--- config.mk ---
export PLATFORM = sky130hd
export DESIGN_NAME = calc1_req_driver
export DESIGN_NICKNAME = d
export VERILOG_FILES = /design/src/rtl/calc1_req_driver.sv
export SDC_FILE = /design/constraint.sdc
export NUM_CORES = 1
export LEC_CHECK = 0
export ABC_CLOCK_PERIOD_IN_PS = 8200
export BUFFER_PORTS_ARGS = -buffer_cell sky130_fd_sc_hd__buf_4
export CORE_MARGIN = 4
export CORE_UTILIZATION = 45
export CTS_CLUSTER_SIZE = 12
export DETAILED_ROUTE_END_ITERATION = 10
export GPL_TIMING_DRIVEN = 0
export PLACE_DENSITY = 0.67
export REMOVE_ABC_BUFFERS = 1
export SLEW_MARGIN = 40
export SYNTH_ARGS = -nofsm -noshare
export SYNTH_HDL_FRONTEND = slang
export SYNTH_SLANG_ARGS = --single-unit
--- constraint.sdc ---
create_clock -name c_clk -period 8.2 [get_ports c_clk]
set_input_delay 1.64 -clock c_clk [delete_from_list [all_inputs] [get_ports c_clk]]
set_output_delay 1.64 -clock c_clk [all_outputs]
set_load 0.01 [all_outputs]
--- src/rtl/calc1_req_driver.sv ---
// Request-side driver for one calc1 port: queues two-operand requests, issues them
// as a two-cycle command, waits for the response (with timeout) and holds the result.
module calc1_req_driver #(
   parameter int FIFO_DEPTH = 2,
   parameter int TIMEOUT    = 16
) (
   input  logic        c_clk,
   input  logic        reset,
   input  logic        req_valid,
   output logic        req_ready,
   input  logic [0:3]  req_cmd,
   input  logic [0:31] req_op1,
   input  logic [0:31] req_op2,
   output logic [0:3]  calc_cmd,
   output logic [0:31] calc_data,
   input  logic [0:1]  calc_resp,
   input  logic [0:31] calc_rdata,
   output logic        rsp_valid,
   input  logic        rsp_ready,
   output logic [0:1]  rsp_resp,
   output logic [0:31] rsp_data,
   output logic        rsp_timeout,
   output logic        stray_resp,
   output logic        busy
);
   localparam int PTR_W = (FIFO_DEPTH > 1) ? $clog2(FIFO_DEPTH) : 1;
   localparam int CNT_W = $clog2(FIFO_DEPTH + 1);
   localparam int TMO_W = $clog2(TIMEOUT);
   localparam logic [PTR_W-1:0] PTR_LAST = PTR_W'(FIFO_DEPTH - 1);
   localparam logic [CNT_W-1:0] CNT_FULL = CNT_W'(FIFO_DEPTH);
   localparam logic [TMO_W-1:0] TMO_LAST = TMO_W'(TIMEOUT - 1);

   typedef enum logic [2:0] {ST_IDLE, ST_SEND1, ST_SEND2, ST_WAIT, ST_HOLD} state_t;

   logic [0:3]       r_fifo_cmd [FIFO_DEPTH];
   logic [0:31]      r_fifo_op1 [FIFO_DEPTH];
   logic [0:31]      r_fifo_op2 [FIFO_DEPTH];
   logic [PTR_W-1:0] r_wr_ptr, r_rd_ptr;
   logic [CNT_W-1:0] r_count;
   logic             w_push, w_pop, w_empty;
   logic [0:3]       w_head_cmd;
   logic [0:31]      w_head_op1, w_head_op2;

   state_t           r_state, w_state_next;
   logic [TMO_W-1:0] r_tmo_cnt, w_tmo_cnt_next;
   logic [0:31]      r_op2, w_op2_next;
   logic [0:3]       r_calc_cmd, w_calc_cmd_next;
   logic [0:31]      r_calc_data, w_calc_data_next;
   logic             r_rsp_valid, w_rsp_valid_next;
   logic [0:1]       r_rsp_resp, w_rsp_resp_next;
   logic [0:31]      r_rsp_data, w_rsp_data_next;
   logic             r_rsp_timeout, w_rsp_timeout_next;
   logic             r_stray, w_stray_next;
   logic             r_busy;

   assign w_empty    = (r_count == '0);
   assign req_ready  = !reset && (r_count != CNT_FULL);
   assign w_push     = req_valid && req_ready;
   assign w_pop      = (r_state == ST_IDLE) && !w_empty;
   assign w_head_cmd = r_fifo_cmd[r_rd_ptr];
   assign w_head_op1 = r_fifo_op1[r_rd_ptr];
   assign w_head_op2 = r_fifo_op2[r_rd_ptr];

   always_ff @(posedge c_clk) begin
      if (w_push) begin
         r_fifo_cmd[r_wr_ptr] <= req_cmd;
         r_fifo_op1[r_wr_ptr] <= req_op1;
         r_fifo_op2[r_wr_ptr] <= req_op2;
      end
   end

   always_ff @(posedge c_clk) begin
      if (reset) begin
         r_wr_ptr <= '0;
         r_rd_ptr <= '0;
         r_count  <= '0;
      end else begin
         if (w_push) r_wr_ptr <= (r_wr_ptr == PTR_LAST) ? '0 : r_wr_ptr + 1'b1;
         if (w_pop)  r_rd_ptr <= (r_rd_ptr == PTR_LAST) ? '0 : r_rd_ptr + 1'b1;
         case ({w_push, w_pop})
            2'b10:   r_count <= r_count + 1'b1;
            2'b01:   r_count <= r_count - 1'b1;
            default: r_count <= r_count;
         endcase
      end
   end

   always_comb begin
      w_state_next       = r_state;
      w_tmo_cnt_next     = r_tmo_cnt;
      w_op2_next         = r_op2;
      w_calc_cmd_next    = r_calc_cmd;
      w_calc_data_next   = r_calc_data;
      w_rsp_valid_next   = r_rsp_valid;
      w_rsp_resp_next    = r_rsp_resp;
      w_rsp_data_next    = r_rsp_data;
      w_rsp_timeout_next = r_rsp_timeout;
      w_stray_next       = (calc_resp != 2'd0) && (r_state != ST_WAIT);
      case (r_state)
         ST_IDLE: begin
            if (!w_empty) begin
               // A zero command is never sent to calc1; it is answered locally as an error.
               if (w_head_cmd != 4'd0) begin
                  w_state_next     = ST_SEND1;
                  w_calc_cmd_next  = w_head_cmd;
                  w_calc_data_next = w_head_op1;
                  w_op2_next       = w_head_op2;
               end else begin
                  w_state_next       = ST_HOLD;
                  w_rsp_valid_next   = 1'b1;
                  w_rsp_resp_next    = 2'd2;
                  w_rsp_data_next    = '0;
                  w_rsp_timeout_next = 1'b0;
               end
            end
         end
         ST_SEND1: begin
            w_state_next     = ST_SEND2;
            w_calc_cmd_next  = '0;
            w_calc_data_next = r_op2;
         end
         ST_SEND2: begin
            w_state_next     = ST_WAIT;
            w_calc_data_next = '0;
            w_tmo_cnt_next   = '0;
         end
         ST_WAIT: begin
            w_tmo_cnt_next = r_tmo_cnt + 1'b1;
            if (calc_resp != 2'd0) begin
               w_state_next       = ST_HOLD;
               w_rsp_valid_next   = 1'b1;
               w_rsp_resp_next    = calc_resp;
               w_rsp_data_next    = calc_rdata;
               w_rsp_timeout_next = 1'b0;
            end else if (r_tmo_cnt == TMO_LAST) begin
               w_state_next       = ST_HOLD;
               w_rsp_valid_next   = 1'b1;
               w_rsp_resp_next    = 2'd3;
               w_rsp_data_next    = '0;
               w_rsp_timeout_next = 1'b1;
            end
         end
         ST_HOLD: begin
            if (rsp_ready) begin
               w_state_next     = ST_IDLE;
               w_rsp_valid_next = 1'b0;
            end
         end
         default: w_state_next = ST_IDLE;
      endcase
   end

   always_ff @(posedge c_clk) begin
      if (reset) begin
         r_state       <= ST_IDLE;
         r_tmo_cnt     <= '0;
         r_op2         <= '0;
         r_calc_cmd    <= '0;
         r_calc_data   <= '0;
         r_rsp_valid   <= 1'b0;
         r_rsp_resp    <= '0;
         r_rsp_data    <= '0;
         r_rsp_timeout <= 1'b0;
         r_stray       <= 1'b0;
         r_busy        <= 1'b0;
      end else begin
         r_state       <= w_state_next;
         r_tmo_cnt     <= w_tmo_cnt_next;
         r_op2         <= w_op2_next;
         r_calc_cmd    <= w_calc_cmd_next;
         r_calc_data   <= w_calc_data_next;
         r_rsp_valid   <= w_rsp_valid_next;
         r_rsp_resp    <= w_rsp_resp_next;
         r_rsp_data    <= w_rsp_data_next;
         r_rsp_timeout <= w_rsp_timeout_next;
         r_stray       <= w_stray_next;
         r_busy        <= (w_state_next != ST_IDLE);
      end
   end

   assign calc_cmd    = r_calc_cmd;
   assign calc_data   = r_calc_data;
   assign rsp_valid   = r_rsp_valid;
   assign rsp_resp    = r_rsp_resp;
   assign rsp_data    = r_rsp_data;
   assign rsp_timeout = r_rsp_timeout;
   assign stray_resp  = r_stray;
   assign busy        = r_busy;
endmodule

==> results.txt, run 1 <==
----------------------------------------------------
[Drt]
  Topmost layer with routed signal wires ... met4
  Number of nets with antenna violations after routing ... 0
  Routed metal-1 wire length ... between 9 and 10 mm
  Initial detailed-routing violation count ... around 310
  Via count normalized by instance count ... 5.59
  Detailed-route via count ... ~6,400
  Met2 WL ... roughly 12 mm
  Length of the first detailed-routing pass in iterations ... 5
  Post-route DRC ... 0
  Wire length on met3 ... 1.07 mm
  Per-cell routed wire length ... between 20 and 25 um
  Aggregate routed wire length ... about 24 mm

[Clock tree]
  CTS clock-pin slew for the worst setup and hold paths ... around 0.060 ns
  Buffer type at the clock tree root ... clkbuf_16
  Quantity of gates resized following cts ... 0
  H-tree depth reported by CTS ... 1
  Clock latency of the later-clocked register in the worst-skew pair ... a little over 0.5 ns
  Number of sinks driven by the clock tree ... around 250
  CTS tree ... built
  Hold-fix buffer count after cts ... 0
  Setup Buffers After CTS ... 0
  Number of clock buffers inserted by TritonCTS ... 26
  Maximum count of clock buffers along a single path ... 3

[Final layout]
  Layout cells sized above 1 ... ~34%
  Area of the multi-input gates ... about 3000 um2
  Number of nets in the finished design ... around 960
  Layout Area Growth over Synthesis ... 28.4%
  Storage cell area ... 6450 um2
  Fillers ... 1,646
  Ant. Diodes ... 0

[Synthesis]
  Post-synth top area share ... a little over two fifths
  Post-synthesis instance total ... about 670
  Commonest cells post-synth ... edfxtp_1 (136), dfxtp_1 (118), mux2i_1 (70)
  Library cell with the highest instance count after synthesis ... edfxtp_1
  Most frequently used flop master after synthesis ... edfxtp_1
  Synth unique cells ... between 40 and 50
  Proportion of synthesized flip-flops having asynchronous set or reset ... 0%
  Mean instance size in the synthesized netlist ... between 10 and 15 um2
  Post-synthesis instance area ... around 9600 um2
  Number of enable flip-flop cells after synthesis ... about 140
  #FFs+latches synth ... roughly 250
  Synth top area cells ... edfxtp_1 (42%), dfxtp_1 (25%), mux2i_1 (7.3%), a211oi_2 (4.9%), a211oi_1 (4.7%)
  Cell type with the largest total area after synthesis ... edfxtp_1
  Proportion of synthesized chip area in sequential cells ... 67.0%
  Count of synthesis-stage warnings from yosys ... 0

[Critical path]
  Worst Path Max Fanout ... a little under 90
  Launching element type of the critical path ... primary input
  Worst-case reg-to-reg path depth ... 6
  Crit path required time ... roughly 6.6 ns
  Critical Path Sink Type ... output pin
  Data arrival time at the worst-slack endpoint ... around 2.9 ns
  Critical path start-end classification ... primary input to output pin

[STA]
  Setup repair after global routing missed its margin ... no
  Worst slew slack as a fraction of its limit ... 49.8%
  Minimum period implied by the final worst setup slack ... 4.50 ns
  Count of endpoints failing hold in the final timing report ... 0
  Setup_tns ... 0 ns
  Final setup violation count ... 0
  Final Max Tran Viols ... 0
  Worst-margin pin slew ... between 0.7 and 0.8 ns
  Share of the clock period used by the worst path after layout ... between 50% and 60%
  Highest Clock Rate ... around 220 MHz
  Crit path setup slack, layout ... approximately 3.7 ns
  Worst-case clock skew ... about 0.0087 ns

[Pwr]
  Max VDD drop ... between 0.00015 and 0.0002 V
  Total Power Consumption ... ~0.0044 W
  Leakage power total ... ~4.5 nW
  Power density normalized to cell area ... roughly 360 nW/um2

[Status]
  Status ... finished, final reports clean

[Flow run]
  Max-Cap Viols ... 0

[Floorplanning]
  Area inside the core boundary ... 21,000 um2
  Vertical die dimension ... 154 um
  Number of top-level design ports ... between 150 and 200
  Die Span X ... approximately 150 um
  Standard-cell rows ... 53
  Initial core utilization ... between 40% and 50%
  Area of the die ... between 20,000 and 25,000 um2

[Global route]
  Remaining Overflow, GRT ... 0
  Antenna violations before repair ... 0
  Global-route usage over all layers ... 19.1%
  Vias in the first global route ... roughly 7,000
  Wire length of the first global-routing pass ... 36.7 mm
  Maximum number of pins on one net before global-route repair ... 89

[Placement]
  Placement Setup Slack ... 3.64 ns
  Routability congestion estimate ... around 0.78
  Post-DP HPWL ... ~16 mm
  Port Buffers ... between 150 and 200

[Hold path]
  Worst Hold Class ... register to register
  Worst hold path stage count ... 2

----------------------------------------------------
==> metrics by stage <==
stage	utilization, %	cells	hold WS, ns	instance area (um2)
after floorplan	-	610	0.465	9340
after global placement	52.5	1065	0.447	11000
after detailed placement	54.9	1097	0.450	11500
after CTS	58.7	1145	0.459	12300
after global routing	58.7	1145	0.483	12300
final	58.7	1145	0.455	12300
==> sequential cells by signal, summed over array words and instances, names as in the netlist, named ones only <==
register     cells
r_tmo_cnt        4
r_wr_ptr         1
r_rd_ptr         1
r_fifo_cmd       8
r_fifo_op1      64
busy             1
rsp_timeout      1
r_count          2
r_fifo_op2      64
r_state          3
stray_resp       1
rsp_data        32
calc_cmd         4
rsp_valid        1
r_op2           32
calc_data       32
rsp_resp         2
==> cell families after synthesis <==
family	after synthesis	synth area share, %
AO/OA/AOI/OAI	223	19.3
XOR/XNOR	4	0.364
adder cells (fa/ha/maj)	2	0.260
buffers and inverters	67	3.25
flip-flops	254	67.0
multiplexers	70	7.29
AND/OR/NAND/NOR	47	2.47
==> critical path, stage by stage <==
cell and delay [ns]:
clkbuf_8 0.58, inv_1 0.26, o21a_1 0.18, buf_4 0.15
==> per-layer routing <==
layer | vias to the layer above | global-route usage [%]
li1 | 2974 | -
met4 | 0 | 6.64
met2 | 174 | 33.8
met5 | - | 0
met3 | 55 | 3.44
met1 | 3200 | 23.6
==> cell usage in the layout (no fill, tap or decap), drive strengths merged, types with 2 or more instances in the layout <==
cell | synthesis | routed
a211oi | 98 | 98
a21o | 3 | 3
a21oi | 39 | 39
a221oi | 2 | 2
a22o | 32 | 32
a2bb2oi | 33 | 33
buf | 22 | 211
clkbuf | 35 | 46
clkinv | 0 | 3
dfxtp | 118 | 118
edfxtp | 136 | 136
ha | 2 | 2
inv | 10 | 9
mux2i | 70 | 70
nand2 | 5 | 5
nand2b | 4 | 4
nand3 | 3 | 3
nand3b | 2 | 2
nor2 | 19 | 19
nor3 | 5 | 5
nor3b | 2 | 2
o21a | 2 | 2
o21ai | 2 | 2
o32ai | 4 | 4
or3 | 2 | 2
xnor2 | 3 | 3
==> layout make-up <==
class,instances,share of cell area [%]
Multi-Input combinational cell,346,23.7
Sequential cell,254,52.3
Tap cell,275,2.79
Inverter,10,0.314
Timing Repair Buffer,212,14.4
Clock buffer,45,6.26
Clock inverter,3,0.314
==> power breakdown <==
part / internal, W / switching, W / leakage [nW] / total (W)
registers: 0.00154 / 0.000124 / 2.21 / 0.00167
logic: 0.000741 / 0.000913 / 1.93 / 0.00165
clock network: 0.000666 / 0.000455 / 0.392 / 0.00112
==> worst paths after layout <==
check              start           end  slack (ns)
min          calc_cmd[2]   calc_cmd[2]        0.45
max reg2reg   r_state[2]  rsp_data[27]        4.98
min reg2reg  calc_cmd[2]   calc_cmd[2]        0.45
max                reset     req_ready        3.70
Power figures use the tool's default switching activity.
==> run 2, diff against run 1 <==
--- a/config.mk
+++ b/config.mk
@@ -5,14 +5,15 @@
 export SDC_FILE = /design/constraint.sdc
 export NUM_CORES = 1
 export LEC_CHECK = 0
-export ABC_CLOCK_PERIOD_IN_PS = 8200
+export ABC_AREA = 1
+export ABC_CLOCK_PERIOD_IN_PS = 4190
 export BUFFER_PORTS_ARGS = -buffer_cell sky130_fd_sc_hd__buf_4
 export CORE_MARGIN = 4
 export CORE_UTILIZATION = 45
 export CTS_CLUSTER_SIZE = 12
 export DETAILED_ROUTE_END_ITERATION = 10
 export GPL_TIMING_DRIVEN = 0
-export PLACE_DENSITY = 0.67
+export PLACE_DENSITY = 0.66
 export REMOVE_ABC_BUFFERS = 1
 export SLEW_MARGIN = 40
 export SYNTH_ARGS = -nofsm -noshare
==> constraint.sdc (replaced) <==
create_clock -name c_clk -period 4.19 [get_ports c_clk]
set_input_delay 0.838 -clock c_clk [delete_from_list [all_inputs] [get_ports c_clk]]
set_output_delay 0.838 -clock c_clk [all_outputs]
set_load 0.01 [all_outputs]
==> results.txt, run 2 <==
----------------------------------------------------
[Synthesis]
  Synth top area cells ... edfxtp_1 (40%), dfxtp_1 (23%), nand2_1 (16%), nor2_1 (7.5%), o21ai_0 (3.1%)
  Number of enable flip-flop cells after synthesis ... 136 (unchanged)
  Commonest cells post-synth ... nand2_1 (426), nor2_1 (204), edfxtp_1 (136)
  Post-synthesis instance area ... 10,200 um2 (+5.9%)
  Count of synthesis-stage warnings from yosys ... 0 (unchanged)
  Post-synth top area share ... 40.1% (-2.4 points)
  Cell type with the largest total area after synthesis ... edfxtp_1
  Proportion of synthesized chip area in sequential cells ... 63.3% (-3.7 points)
  Library cell with the highest instance count after synthesis ... nand2_1
  Mean instance size in the synthesized netlist ... 8.72 um2 (-40%)
  Proportion of synthesized flip-flops having asynchronous set or reset ... 0% (unchanged)
  Synth unique cells ... 29 (-34%)
  Most frequently used flop master after synthesis ... edfxtp_1
  #FFs+latches synth ... 254 (unchanged)
  Post-synthesis instance total ... 1,168 (+75%)

[Floorplanning]
  Standard-cell rows ... 54 (+1.9%)
  Number of top-level design ports ... 181 (unchanged)
  Area inside the core boundary ... 22,000 um2 (+4.8%)
  Vertical die dimension ... 158 um (+2.8%)
  Die Span X ... 158 um (+2.8%)
  Initial core utilization ... 46.2% (+0.49 points)
  Area of the die ... 25,100 um2 (+5.6%)

[Status]
  Status ... finished, final reports clean

[Final layout]
  Cell area after layout ... 12,800 um2 (+3.3%)
  Regs by FF count ... r_fifo_op1 x64, r_fifo_op2 x64
  Fillers ... 1,975 (+20%)
  Leading cell types in the layout, fill and taps excluded ... nand2_1 (423), nor2_1 (201), buf_4 (180)
  Layout Area Growth over Synthesis ... 25.3%
  Storage cell area ... 6450 um2 (about the same)
  Ant. Diodes ... 0 (unchanged)
  Area of the multi-input gates ... 3170 um2 (+8.3%)
  Layout cells sized above 1 ... 19.1% (-15 points)
  Most common cell after layout, fill and taps aside ... nand2_1
  Number of nets in the finished design ... 1,436 (+50%)

[Clock tree]
  Clock latency of the later-clocked register in the worst-skew pair ... 0.53 ns (+0.02 ns)
  Buffer type at the clock tree root ... clkbuf_16
  Maximum count of clock buffers along a single path ... 3 (unchanged)
  Quantity of gates resized following cts ... 0 (unchanged)
  CTS clock-pin slew for the worst setup and hold paths ... 0.06 ns (about the same)
  CTS tree ... built
  Setup Buffers After CTS ... 0 (unchanged)
  H-tree depth reported by CTS ... 1 (unchanged)
  Number of sinks driven by the clock tree ... 254 (unchanged)
  Number of clock buffers inserted by TritonCTS ... 27 (+3.8%)
  Hold-fix buffer count after cts ... 0 (unchanged)

[STA]
  Final setup violation count ... 0 (unchanged)
  Final Max Tran Viols ... 0 (unchanged)
  Count of endpoints failing hold in the final timing report ... 0 (unchanged)
  Share of the clock period used by the worst path after layout ... approximately three quarters
  Crit path setup slack, layout ... 1.11 ns (-2.59 ns)
  Worst-margin pin slew ... 0.796 ns (+0.0422 ns)
  Highest Clock Rate ... roughly 320 MHz
  Minimum period implied by the final worst setup slack ... roughly 3 ns
  Setup repair after global routing missed its margin ... no
  Worst-case clock skew ... 0.0127 ns (+0.00396 ns)
  Worst slew slack as a fraction of its limit ... 46.8% (-3.0 points)

[Critical path]
  Standard cell with the maximum stage delay on the critical path ... dfxtp_4
  Launching element type of the critical path ... register
  Worst Path Max Fanout ... 37 (-58%)
  Data arrival time at the worst-slack endpoint ... 3.49 ns (+0.63 ns)
  Critical Path Sink Type ... register
  Max incr delay on CP ... 0.68 ns (+0.10 ns)
  Crit path required time ... 4.60 ns (-1.96 ns)
  Count of buffering cells on the critical path with inverters included ... 2 (-1)
  CP cell instances ... inv_4, nand2_1, nand2_1, nor2_2, nand3_1, nand2_2, inv_2, nor2_1, nor2_1
  Crit path max-delay family ... simple AND/OR/NAND/NOR gates
  Critical path start-end classification ... register to register

[Drt]
  Number of nets with antenna violations after routing ... 0 (unchanged)
  Length of the first detailed-routing pass in iterations ... 8 (+3)
  Post-route DRC ... 0 (unchanged)
  Detailed-route via count ... 7,797 (+22%)
  Per-cell routed wire length ... 14.6 um (-30%)
  Aggregate routed wire length ... 23.8 mm (+0.14%)
  Via count normalized by instance count ... 4.79 (-14%)
  Initial detailed-routing violation count ... 500 (+63%)

[Global route]
  Antenna violations before repair ... 0 (unchanged)
  Global-route usage over all layers ... 18.6% (-0.47 points)
  Remaining Overflow, GRT ... 0 (unchanged)
  Wire length of the first global-routing pass ... 37.6 mm (+2.4%)
  Maximum number of pins on one net before global-route repair ... 69 (-22%)
  Vias in the first global route ... 7,379 (+7.8%)

[Placement]
  Routability congestion estimate ... 0.810 (+3.5%)
  Area after DPL ... 11,900 um2 (+3.3%)
  Port Buffers ... 180 (unchanged)
  Placement Setup Slack ... 1.05 ns (-2.59 ns)
  Post-DP HPWL ... 14.8 mm (-7.5%)

[Pwr]
  Leakage power total ... 5.73 nW (+26%)
  Max VDD drop ... 0.000424 V (+150%)
  Power density normalized to cell area ... 769 nW/um2 (+110%)

[Hold path]
  Worst Hold Class ... register to register

[Flow run]
  Max-Cap Viols ... 0 (unchanged)

----------------------------------------------------
[run 2: cell types whose count changed in the layout (fill, tap and decap cells not counted), moves of 8 or more]
cell       change
nand2_1      +418
a22o_1        -32
inv_1         +62
a211oi_2      -37
a21oi_1       -23
buf_4          -8
mux2i_1       -70
nand4_1       +23
o21ai_0       +61
a211oi_1      -59
inv_2         +14
nor2_1       +186
a2bb2oi_1     -33
nand3_1        +8
[run 2: logic make-up after synthesis]
family	count (synthesis)	synth area share, %
adder cells (fa/ha/maj)	2	0.246
AND/OR/NAND/NOR	678	26.2
buffers and inverters	147	5.95
AO/OA/AOI/OAI	87	4.34
flip-flops	254	63.3
[run 2: layout make-up]
class	count	share of cell area [%]
Sequential cell	254	50.6
Tap cell	280	2.75
Inverter	88	2.65
Timing Repair Buffer	190	12.6
Multi-Input combinational cell	767	24.8
Clock inverter	4	0.402
Clock buffer	46	6.25
[run 2: final timing paths]
check,startpoint,slack (ns),endpoint,depth (start not counted)
max,register,1.11,calc_data[26],9
min,rsp_resp[0],0.45,rsp_resp[0],2
max reg2reg,register,1.11,calc_data[26],9
min reg2reg,rsp_resp[0],0.45,rsp_resp[0],2
[run 2: metrics by stage]
step                      util [%]  power [W]  hold WS [ns]  instances  setup TNS [ns]
after floorplan                  -    0.00606         0.455       1109          -57.74
after CTS                     57.9    0.00994         0.455       1629               0
after detailed placement      54.1    0.00767         0.446       1579               0
after global routing          57.9     0.0107         0.468       1629               0
final                         57.9    0.00981         0.452       1629               0
after global placement        52.7    0.00756         0.440       1569         -397.66
[run 2: worst reg2reg max path, delay by kind of cell (launching register included)]
kind                   cells  cell delay, ns
DFF                        1            0.68
buffers and inverters      2            0.89
and+or+nand+nor            7            1.40
[run 2: where the power goes]
| part | total (W) | leakage [nW] | switching, W | internal [W] |
|---|---|---|---|---|
| Clock | 0.00226 | 0.410 | 0.000913 | 0.00135 |
| Sequential | 0.00361 | 2.22 | 0.000370 | 0.00324 |
| Combinational | 0.00394 | 3.10 | 0.00258 | 0.00136 |
| Total | 0.00981 | 5.73 | 0.00386 | 0.00595 |
[run 2: metal layers]
layer,part of all wire [%],global-route usage [%],vias up
met1,43,24.0,3507
met2,48,32.7,229
met3,6.7,2.99,40
met4,2.3,5.28,0
li1,-,-,4021
met5,0,0,-
